`src/rtl/bpt_scan_pipe_pkg.sv`:
```
// Shared types and helpers for the bit-partition translator scan pipe.
// Holds the FSM state encoding and the leading-one locator used on word capture.
package bpt_scan_pipe_pkg;

  typedef enum logic [0:0] {
    BPT_IDLE = 1'b0,
    BPT_SCAN = 1'b1
  } bpt_state_e;

  // Widest search word the leading-one helper supports.
  localparam int unsigned BPT_MAX_W = 64;

  function automatic int bpt_clog2_min1(input int n);
    return (n > 1) ? $clog2(n) : 1;
  endfunction

  // One-hot position of the most significant set bit among the low 'width' bits;
  // bit 'width' is set when none of them is set.
  function automatic logic [BPT_MAX_W:0] lead_one_idx(input logic [BPT_MAX_W-1:0] word,
                                                      input int                   width);
    logic [BPT_MAX_W:0] oh;
    oh = '0;
    oh[7'(width)] = 1'b1;
    for (int i = 0; i < BPT_MAX_W; i++) begin
      if ((i < width) && word[6'(i)]) begin
        oh = '0;
        oh[7'(i)] = 1'b1;
      end
    end
    return oh;
  endfunction

endpackage

```
`src/rtl/bpt_scan_pipe_if.sv`:
```
// Search-word input and partition-beat output bundle of bpt_scan_pipe.
// slave is the block's view, master the view of whatever drives and drains it.
interface bpt_scan_pipe_if #(
  parameter int W  = 16,
  parameter int B  = 8,
  parameter int NL = 1
);
  localparam int P   = W / B;
  localparam int PBW = (P > 1) ? $clog2(P) : 1;

  logic                   in_valid;
  logic                   in_ready;
  logic [W-1:0]           in_sword;
  logic                   out_valid;
  logic                   out_ready;
  logic [NL*B-1:0]        BPI;
  logic [NL*(2**B)-1:0]   data;
  logic [PBW-1:0]         part_base;
  logic                   last;
  logic [W:0]             LI;
  logic                   in_sw_pre;

  modport slave (
    input  in_valid, in_sword, out_ready,
    output in_ready, out_valid, BPI, data, part_base, last, LI, in_sw_pre
  );

  modport master (
    output in_valid, in_sword, out_ready,
    input  in_ready, out_valid, BPI, data, part_base, last, LI, in_sw_pre
  );

endinterface

```
`src/rtl/bpt_scan_pipe_decode.sv`:
```
// Partition value to one-hot SRAM row select decoder (combinational).
module bpt_scan_pipe_decode #(
  parameter int B = 8
) (
  input  logic [B-1:0]      val_i,
  output logic [2**B-1:0]   onehot_o
);

  always_comb begin
    onehot_o         = '0;
    onehot_o[val_i]  = 1'b1;
  end

endmodule

```
`src/rtl/bpt_scan_pipe.sv`:
```
// Bit-partition translator: captures a W-bit search word and emits its B-bit partitions NL per beat.
// Optional macro BPT_PRE_DETECT_EN enables the repeat-search flag (in_sw_pre); otherwise it is tied 0.
module bpt_scan_pipe
  import bpt_scan_pipe_pkg::*;
#(
  parameter int W  = 16,
  parameter int B  = 8,
  parameter int NL = 1
) (
  input  logic            clk,
  input  logic            rst_n,
  bpt_scan_pipe_if.slave  bus
);

  localparam int P      = W / B;
  localparam int NBEAT  = P / NL;
  localparam int BW     = bpt_clog2_min1(NBEAT);
  localparam int PBW    = bpt_clog2_min1(P);
  localparam int LANE_W = NL * B;
  localparam int ROWS   = 2 ** B;
  localparam logic [BW-1:0] LAST_BEAT = BW'(NBEAT - 1);

  generate
    if (W % B != 0) begin : g_bad_w
      $error("bpt_scan_pipe: W must be a multiple of B");
    end
    if (P % NL != 0) begin : g_bad_nl
      $error("bpt_scan_pipe: partition count must be a multiple of NL");
    end
    if (W > BPT_MAX_W) begin : g_bad_max
      $error("bpt_scan_pipe: W exceeds BPT_MAX_W");
    end
  endgenerate

  bpt_state_e       state_q;
  logic [BW-1:0]    beat_q;
  logic [W-1:0]     word_q;
  logic [W:0]       li_q;
  logic             pre_q;
  logic             live_q;

  logic             scan;
  logic             last_beat;
  logic             accept;
  logic [W:0]       li_d;
  logic             pre_d;
  logic [LANE_W-1:0] beat_words [NBEAT];
  logic [LANE_W-1:0] lanes;
  logic [ROWS-1:0]  row_oh [NL];

  assign scan      = (state_q == BPT_SCAN);
  assign last_beat = scan && (beat_q == LAST_BEAT);

  // live_q keeps in_ready low until the first edge after reset release.
  assign bus.in_ready = live_q && (!scan || (last_beat && bus.out_ready));
  assign accept       = bus.in_valid && bus.in_ready;

  assign li_d = (W+1)'(lead_one_idx(BPT_MAX_W'(bus.in_sword), W));

`ifdef BPT_PRE_DETECT_EN
  logic [W-1:0] prev_q;
  logic         prev_vld_q;

  always_ff @(posedge clk or negedge rst_n) begin
    if (!rst_n) begin
      prev_q     <= '0;
      prev_vld_q <= 1'b0;
    end else if (accept) begin
      prev_q     <= bus.in_sword;
      prev_vld_q <= 1'b1;
    end
  end

  assign pre_d = prev_vld_q && (bus.in_sword == prev_q);
`else
  assign pre_d = 1'b0;
`endif

  // Group the word into beat-sized slices so the beat counter selects a whole beat at once.
  genvar gi;
  generate
    for (gi = 0; gi < NBEAT; gi++) begin : g_beat
      assign beat_words[gi] = word_q[gi*LANE_W +: LANE_W];
    end
  endgenerate

  assign lanes = beat_words[beat_q];

  generate
    for (gi = 0; gi < NL; gi++) begin : g_lane
      bpt_scan_pipe_decode #(.B(B)) u_dec (
        .val_i    (lanes[gi*B +: B]),
        .onehot_o (row_oh[gi])
      );
      // Row select is only driven while a beat is on offer, so reset and idle show zero.
      assign bus.data[gi*ROWS +: ROWS] = scan ? row_oh[gi] : '0;
    end
  endgenerate

  assign bus.out_valid = scan;
  assign bus.BPI       = lanes;
  assign bus.part_base = PBW'(int'(beat_q) * NL);
  assign bus.last      = last_beat;
  assign bus.LI        = li_q;
  assign bus.in_sw_pre = pre_q;

  always_ff @(posedge clk or negedge rst_n) begin
    if (!rst_n) begin
      state_q <= BPT_IDLE;
      beat_q  <= '0;
      word_q  <= '0;
      li_q    <= '0;
      pre_q   <= 1'b0;
      live_q  <= 1'b0;
    end else begin
      live_q <= 1'b1;
      if (accept) begin
        state_q <= BPT_SCAN;
        beat_q  <= '0;
        word_q  <= bus.in_sword;
        li_q    <= li_d;
        pre_q   <= pre_d;
      end else if (scan && bus.out_ready) begin
        if (last_beat) begin
          state_q <= BPT_IDLE;
          beat_q  <= '0;
        end else begin
          beat_q <= beat_q + BW'(1);
        end
      end
    end
  end

endmodule

```
`src/flat_wrapper.sv`:
```
// flat-port wrapper written by rule: the top's interface ports become plain ports
module bpt_scan_pipe_flat import bpt_scan_pipe_pkg::*;
#(
  parameter int W  = 16,
  parameter int B  = 8,
  parameter int NL = 1
)
  (clk, rst_n, bus_in_valid, bus_in_sword, bus_out_ready, bus_in_ready, bus_out_valid, bus_BPI, bus_data, bus_part_base, bus_last, bus_LI, bus_in_sw_pre);
  bpt_scan_pipe_if #(.W(W), .B(B), .NL(NL)) bus_i ();
  input  logic clk;
  input  logic rst_n;
  input wire logic [$bits(bus_i.in_valid)-1:0] bus_in_valid;
  input wire logic [$bits(bus_i.in_sword)-1:0] bus_in_sword;
  input wire logic [$bits(bus_i.out_ready)-1:0] bus_out_ready;
  output wire logic [$bits(bus_i.in_ready)-1:0] bus_in_ready;
  output wire logic [$bits(bus_i.out_valid)-1:0] bus_out_valid;
  output wire logic [$bits(bus_i.BPI)-1:0] bus_BPI;
  output wire logic [$bits(bus_i.data)-1:0] bus_data;
  output wire logic [$bits(bus_i.part_base)-1:0] bus_part_base;
  output wire logic [$bits(bus_i.last)-1:0] bus_last;
  output wire logic [$bits(bus_i.LI)-1:0] bus_LI;
  output wire logic [$bits(bus_i.in_sw_pre)-1:0] bus_in_sw_pre;
  assign bus_i.in_valid = bus_in_valid;
  assign bus_i.in_sword = bus_in_sword;
  assign bus_i.out_ready = bus_out_ready;
  assign bus_in_ready = bus_i.in_ready;
  assign bus_out_valid = bus_i.out_valid;
  assign bus_BPI = bus_i.BPI;
  assign bus_data = bus_i.data;
  assign bus_part_base = bus_i.part_base;
  assign bus_last = bus_i.last;
  assign bus_LI = bus_i.LI;
  assign bus_in_sw_pre = bus_i.in_sw_pre;
  bpt_scan_pipe #(.W(W), .B(B), .NL(NL)) u_core (.clk(clk), .rst_n(rst_n), .bus(bus_i));
endmodule
```
`config.mk`:
```
export PLATFORM = sky130hd
export DESIGN_NAME = bpt_scan_pipe_flat
export DESIGN_NICKNAME = d
export VERILOG_FILES = /design/src/rtl/bpt_scan_pipe_pkg.sv /design/src/rtl/bpt_scan_pipe_if.sv /design/src/rtl/bpt_scan_pipe_decode.sv /design/src/rtl/bpt_scan_pipe.sv /design/src/flat_wrapper.sv
export SDC_FILE = /design/constraint.sdc
export NUM_CORES = 1
export LEC_CHECK = 0
export ABC_AREA = 0
export BUFFER_PORTS_ARGS = -buffer_cell sky130_fd_sc_hd__buf_4
export CAP_MARGIN = 40
export CORE_AREA = 2 2 118 120
export CTS_CLUSTER_SIZE = 30
export DETAILED_ROUTE_END_ITERATION = 6
export DIE_AREA = 0 0 120 122
export GPL_TIMING_DRIVEN = 0
export PLACE_DENSITY = 0.71
export RECOVER_POWER = 100
export SYNTH_ARGS = -nofsm -noshare
export SYNTH_HDL_FRONTEND = slang
export SYNTH_HIERARCHICAL = 1
export SYNTH_SLANG_ARGS = --single-unit
export TNS_END_PERCENT = 50
```
`constraint.sdc`:
```
create_clock -name clk -period 4.5 [get_ports clk]
set_input_delay 0.675 -clock clk [delete_from_list [all_inputs] [get_ports clk]]
set_output_delay 0.675 -clock clk [all_outputs]
set_load 0.01 [all_outputs]
```
==> results <==
- The run finished, with violations left.
- The checks that failed: max-capacitance violations, max-slew violations.
- The number of nets in the layout is 1,092.
- The largest delay contributor family on the critical path is buffers and inverters.
- The proportion of netlist area held by the largest area contributor is 32.6%.
- The switching share of power is 58.0%.
- After detailed routing, the number of remaining DRC violations is 0.
- The number of clock buffers inserted by TritonCTS is 5.
- The largest stage delay on the critical path is 600 ps.
- The clock network fraction of design power is 11.0%.
- The critical path startpoint category is a flip-flop.
- The most used flip-flop cell after synthesis is dfrtp_1.
- The total iterations of the first detailed-routing run is 5.
- Among all stages on the critical path, the largest delay is contributed by nand4b_1.
- The die footprint is 0.0146 mm^2.
- Timing would allow up to 233 MHz.
- The fraction of power consumed by sequential logic is 15.2%.
- After synthesis the netlist holds a flip-flop and latch count of 35.
- Row generation in the floorplan step produced 43 rows.
- The final-report max-slew violation count is 36.
- The cell area after synthesis is 0.00496 mm^2.
- The critical path contains buffers and inverters numbering 4 combined.
- The fraction of met3 tracks used by global routing is 4.59%.
- The post-synthesis instance total is 761.
- In this run, placement finished with an instance count of 1,245.
- In this run the mean area of a mapped cell was 6.51 um^2.
- The die height is 122 um.
- Routability-driven placement finished with a final weighted congestion of 0.907.
- In the final timing run, aggregate negative setup slack is 0 ps.
- The fraction of met1 tracks used by global routing is 40.6%.
- Of all cell types, the one taking the most synthesized area is and2_1.
- The vias after detailed routing is 6,190.
- Summed over all layers, the routed wires come to 23,500 um.
- Walking the worst path, the cells encountered are clkbuf_1 > mux2_1 > buf_6 > nand4b_1 > clkbuf_1 > nor2_1 > and2_1 > buf_4.
- Using the TritonRoute via totals, the vias-per-cell ratio works out to 4.94.
- 306 I/O pins were placed.
- Setup repair after global routing left no endpoint under its margin.
- The placement-stage cell area is 0.00746 mm^2.
- The number of antenna diodes in the final layout is 0.
- The DRC marker count from the first detailed-route iteration is 564.
- The number of instances resized during post-cts repair is 0.
- Power spread over the standard cell area amounts to 411 mW/mm^2.
- The root buffer cell chosen for the clock tree is clkbuf_16.
- The number of global-route vias before repair is 5,532.
- The synthesized net count is 781.
- The worst voltage drop across the vdd grid is 0.390 mV.
- Max-cap violations in this run came to 1.
- The number of buffers inserted by post-CTS setup repair is 0.
- The number of endpoints failing setup at the final stage is 0.
- The initial antenna violation count is 0.
- The part of the total power dissipated in combinational logic is 73.8%.
- The endpoint class of the critical path is an output pin.
- The leakage power summed over all cells is 3.15 nW.
- Entering global routing, the biggest net connects 36 pins.
- In this run the worst hold path is classified as flip-flop to flip-flop.
- The count of port buffers added during placement is 304.
- For this run, the total global-route usage over all layers was measured as 30.4%.
- The final critical path takes up 95.5% of the cycle.
- TritonCTS built the clock tree.
- The starting density of the core is 36.7%.
- The maximum net fanout on the critical path is 10.
- The source-to-sink clock delay at the later pin of the worst-skew pair is 280 ps.
- The area overhead of the layout relative to synthesis is 47.9%.
- After floorplanning, the core was sized to cover 0.0135 mm^2.
- The depth of the CTS H-tree is 2.
- The actual slew at the worst max-slew pin is 1900 ps.
- The clock net in this run drives a total of 35 sinks.
- The worst-case clock skew is 3.07 ps.
- The number of nets still failing antenna checks after routing is 0.
- For this run, asynchronously set or reset flops after synthesis account for 100%.
- The worst path needs 4300 ps of the cycle, external delays included.
- The worst max-slew margin expressed relative to the limit is -26.8%.
- The sequential element share of the synthesized area is 17.7%.
- After clock tree synthesis, the clock-pin slew on the worst setup and hold paths is 50 ps.
- In this run the power spent charging and discharging nets is 1.75 mW.
- The share of layout cells above drive strength 1 is 30.0%.
- The final cell area excluding filler cells is 0.00733 mm^2.
- Measured along the x axis, the die boundary spans 120 um.
- Data arrives at the worst endpoint at 3620 ps.
- The internal power of the cells totals 1.27 mW.
- Global routing consumed, on the met2 layer, 51.2% of the routing resources.
- In the synthesized netlist, the cells that appear most often are and2_1 (258), nor2_1 (243), clkbuf_1 (58).
- The number of hold violations in the final report was 0.
- The number of buffers between clock root and the deepest sink is 2.
- The number of library cell types mapped by synthesis is 37.
- The most numerous cell type found on the critical path is clkbuf_1.
- The count of yosys warnings during synthesis is 6.
- In the post-synthesis netlist, the biggest area contributors are and2_1 (33%), nor2_1 (18%), dfrtp_1 (18%).
- In the final routed layout, each cell accounts on average for 18.7 um.
- The non-filler instance count after layout is 1,253.
- The data required time at the worst endpoint is 3830 ps.
- The aggregate global routing overflow is 0.
- The worst setup path category is flip-flop to output pin.
- The sum of net half-perimeters after detailed placement is 17,900 um.
- The number of enable flip-flop cells after synthesis is 0.
- The first global-routing pass estimated 34,000 um of wire.
- The most numerous cell in the Yosys netlist is and2_1.
- The number of hold buffers added after CTS is 0.
- The most utilized layer in the global route result is met2.
## metrics by stage
| stage | power, mW | util (%) | hold slack, ps | setup slack [ps] |
|---|---|---|---|---|
| 2_1_floorplan | 1.88 | - | 379 | 1390 |
| 3_3_place_gp | 2.74 | 55.3 | 475 | 630 |
| 3_5_place_dp | 2.77 | 55.3 | 481 | 613 |
| 4_1_cts | 3.11 | 56.3 | 356 | 295 |
| 5_1_grt | 3.19 | 54.3 | 504 | 58.7 |
| 6_report | 3.01 | 54.3 | 486 | 203 |
## cell families after synthesis
kind of cell           synth area share (%)
AND/OR/NAND/NOR                        62.6
XOR/XNOR                              0.177
other                                 0.151
flip-flops                             17.7
multiplexers                           4.77
buffers and inverters                  10.2
AO/OA/AOI/OAI                          4.49
## worst reg2reg max path: cells and delay by family, from the launching register on
kind                   cells  cell delay [ps]
AND/OR/NAND/NOR            1              200
buffers and inverters      2              630
multiplexers               1              350
AO/OA/AOI/OAI              1              930
flip-flops                 1              350
## power by group through the flow
stage	registers (mW)	logic, mW	clock network [mW]
floorplan	0.452	1.42	0
global placement	0.461	2.28	0
CTS	0.461	2.32	0.335
finish	0.458	2.23	0.331
global route	0.469	2.37	0.352
detailed placement	0.465	2.31	0
## area by class of cell
cell class                 count  area [um^2]
fill                        1426         6170
multi-input combinational    623         3540
timing repair buffer         304         2130
sequential                    35          876
buffer                        99          408
tap                          180          225
clock buffer                   7          133
inverter                       4         15.0
clock inverter                 1         5.00
## per-layer routing
metal  up-vias  share of wire [%]
met1      2889                 43
met3        39                7.4
met4         0                2.1
li1       2970                  -
met5         -                  0
met2       292                 48
## cell usage in the layout, fill, tap and decap left out, drive strengths merged, types with 4 or more instances in the layout
master   Yosys  final
or4b         8      8
or4          4      4
inv          4      4
nand4bb     12     12
and2       258    258
mux2        21     21
nor3         4      4
clkbuf      59    137
dfrtp       35     35
a32o         9      9
nand2        5      5
nand4b       8      8
buf         40    273
o21ai       14     14
nor2       263    263
## flip-flops by register name, summed over array words and instances (netlist names)
signal                cells
u_core/bus.LI            17
u_core/word_q            15
u_core/bus.out_valid      1
u_core/live_q             1
u_core/beat_q             1
## worst paths after layout
| check | cells past startpoint | slack, ps | to | startpoint |
|---|---|---|---|---|
| max in group asynchronous | 1 | 2490 | u_core/live_q$_DFF_PN0_ | rst_n |
| worst min register to register | 1 | 490 | u_core/bus.LI[2]$_DFFE_PN0P_ | u_core/bus.LI[2]$_DFFE_PN0P_ |
| worst max register to register | 5 | 1930 | u_core/word_q[6]$_DFFE_PN0P_ | u_core/bus.out_valid$_DFFE_PN0P_ |
| worst min-delay path | 1 | 490 | u_core/bus.LI[2]$_DFFE_PN0P_ | u_core/bus.LI[2]$_DFFE_PN0P_ |
| min in group asynchronous | 1 | 920 | u_core/bus.LI[4]$_DFFE_PN0P_ | rst_n |
| worst max-delay path | 8 | 200 | bus_data[91] | u_core/beat_q$_DFFE_PN0P_ |
No activity file was read; power rests on OpenSTA's default activity.
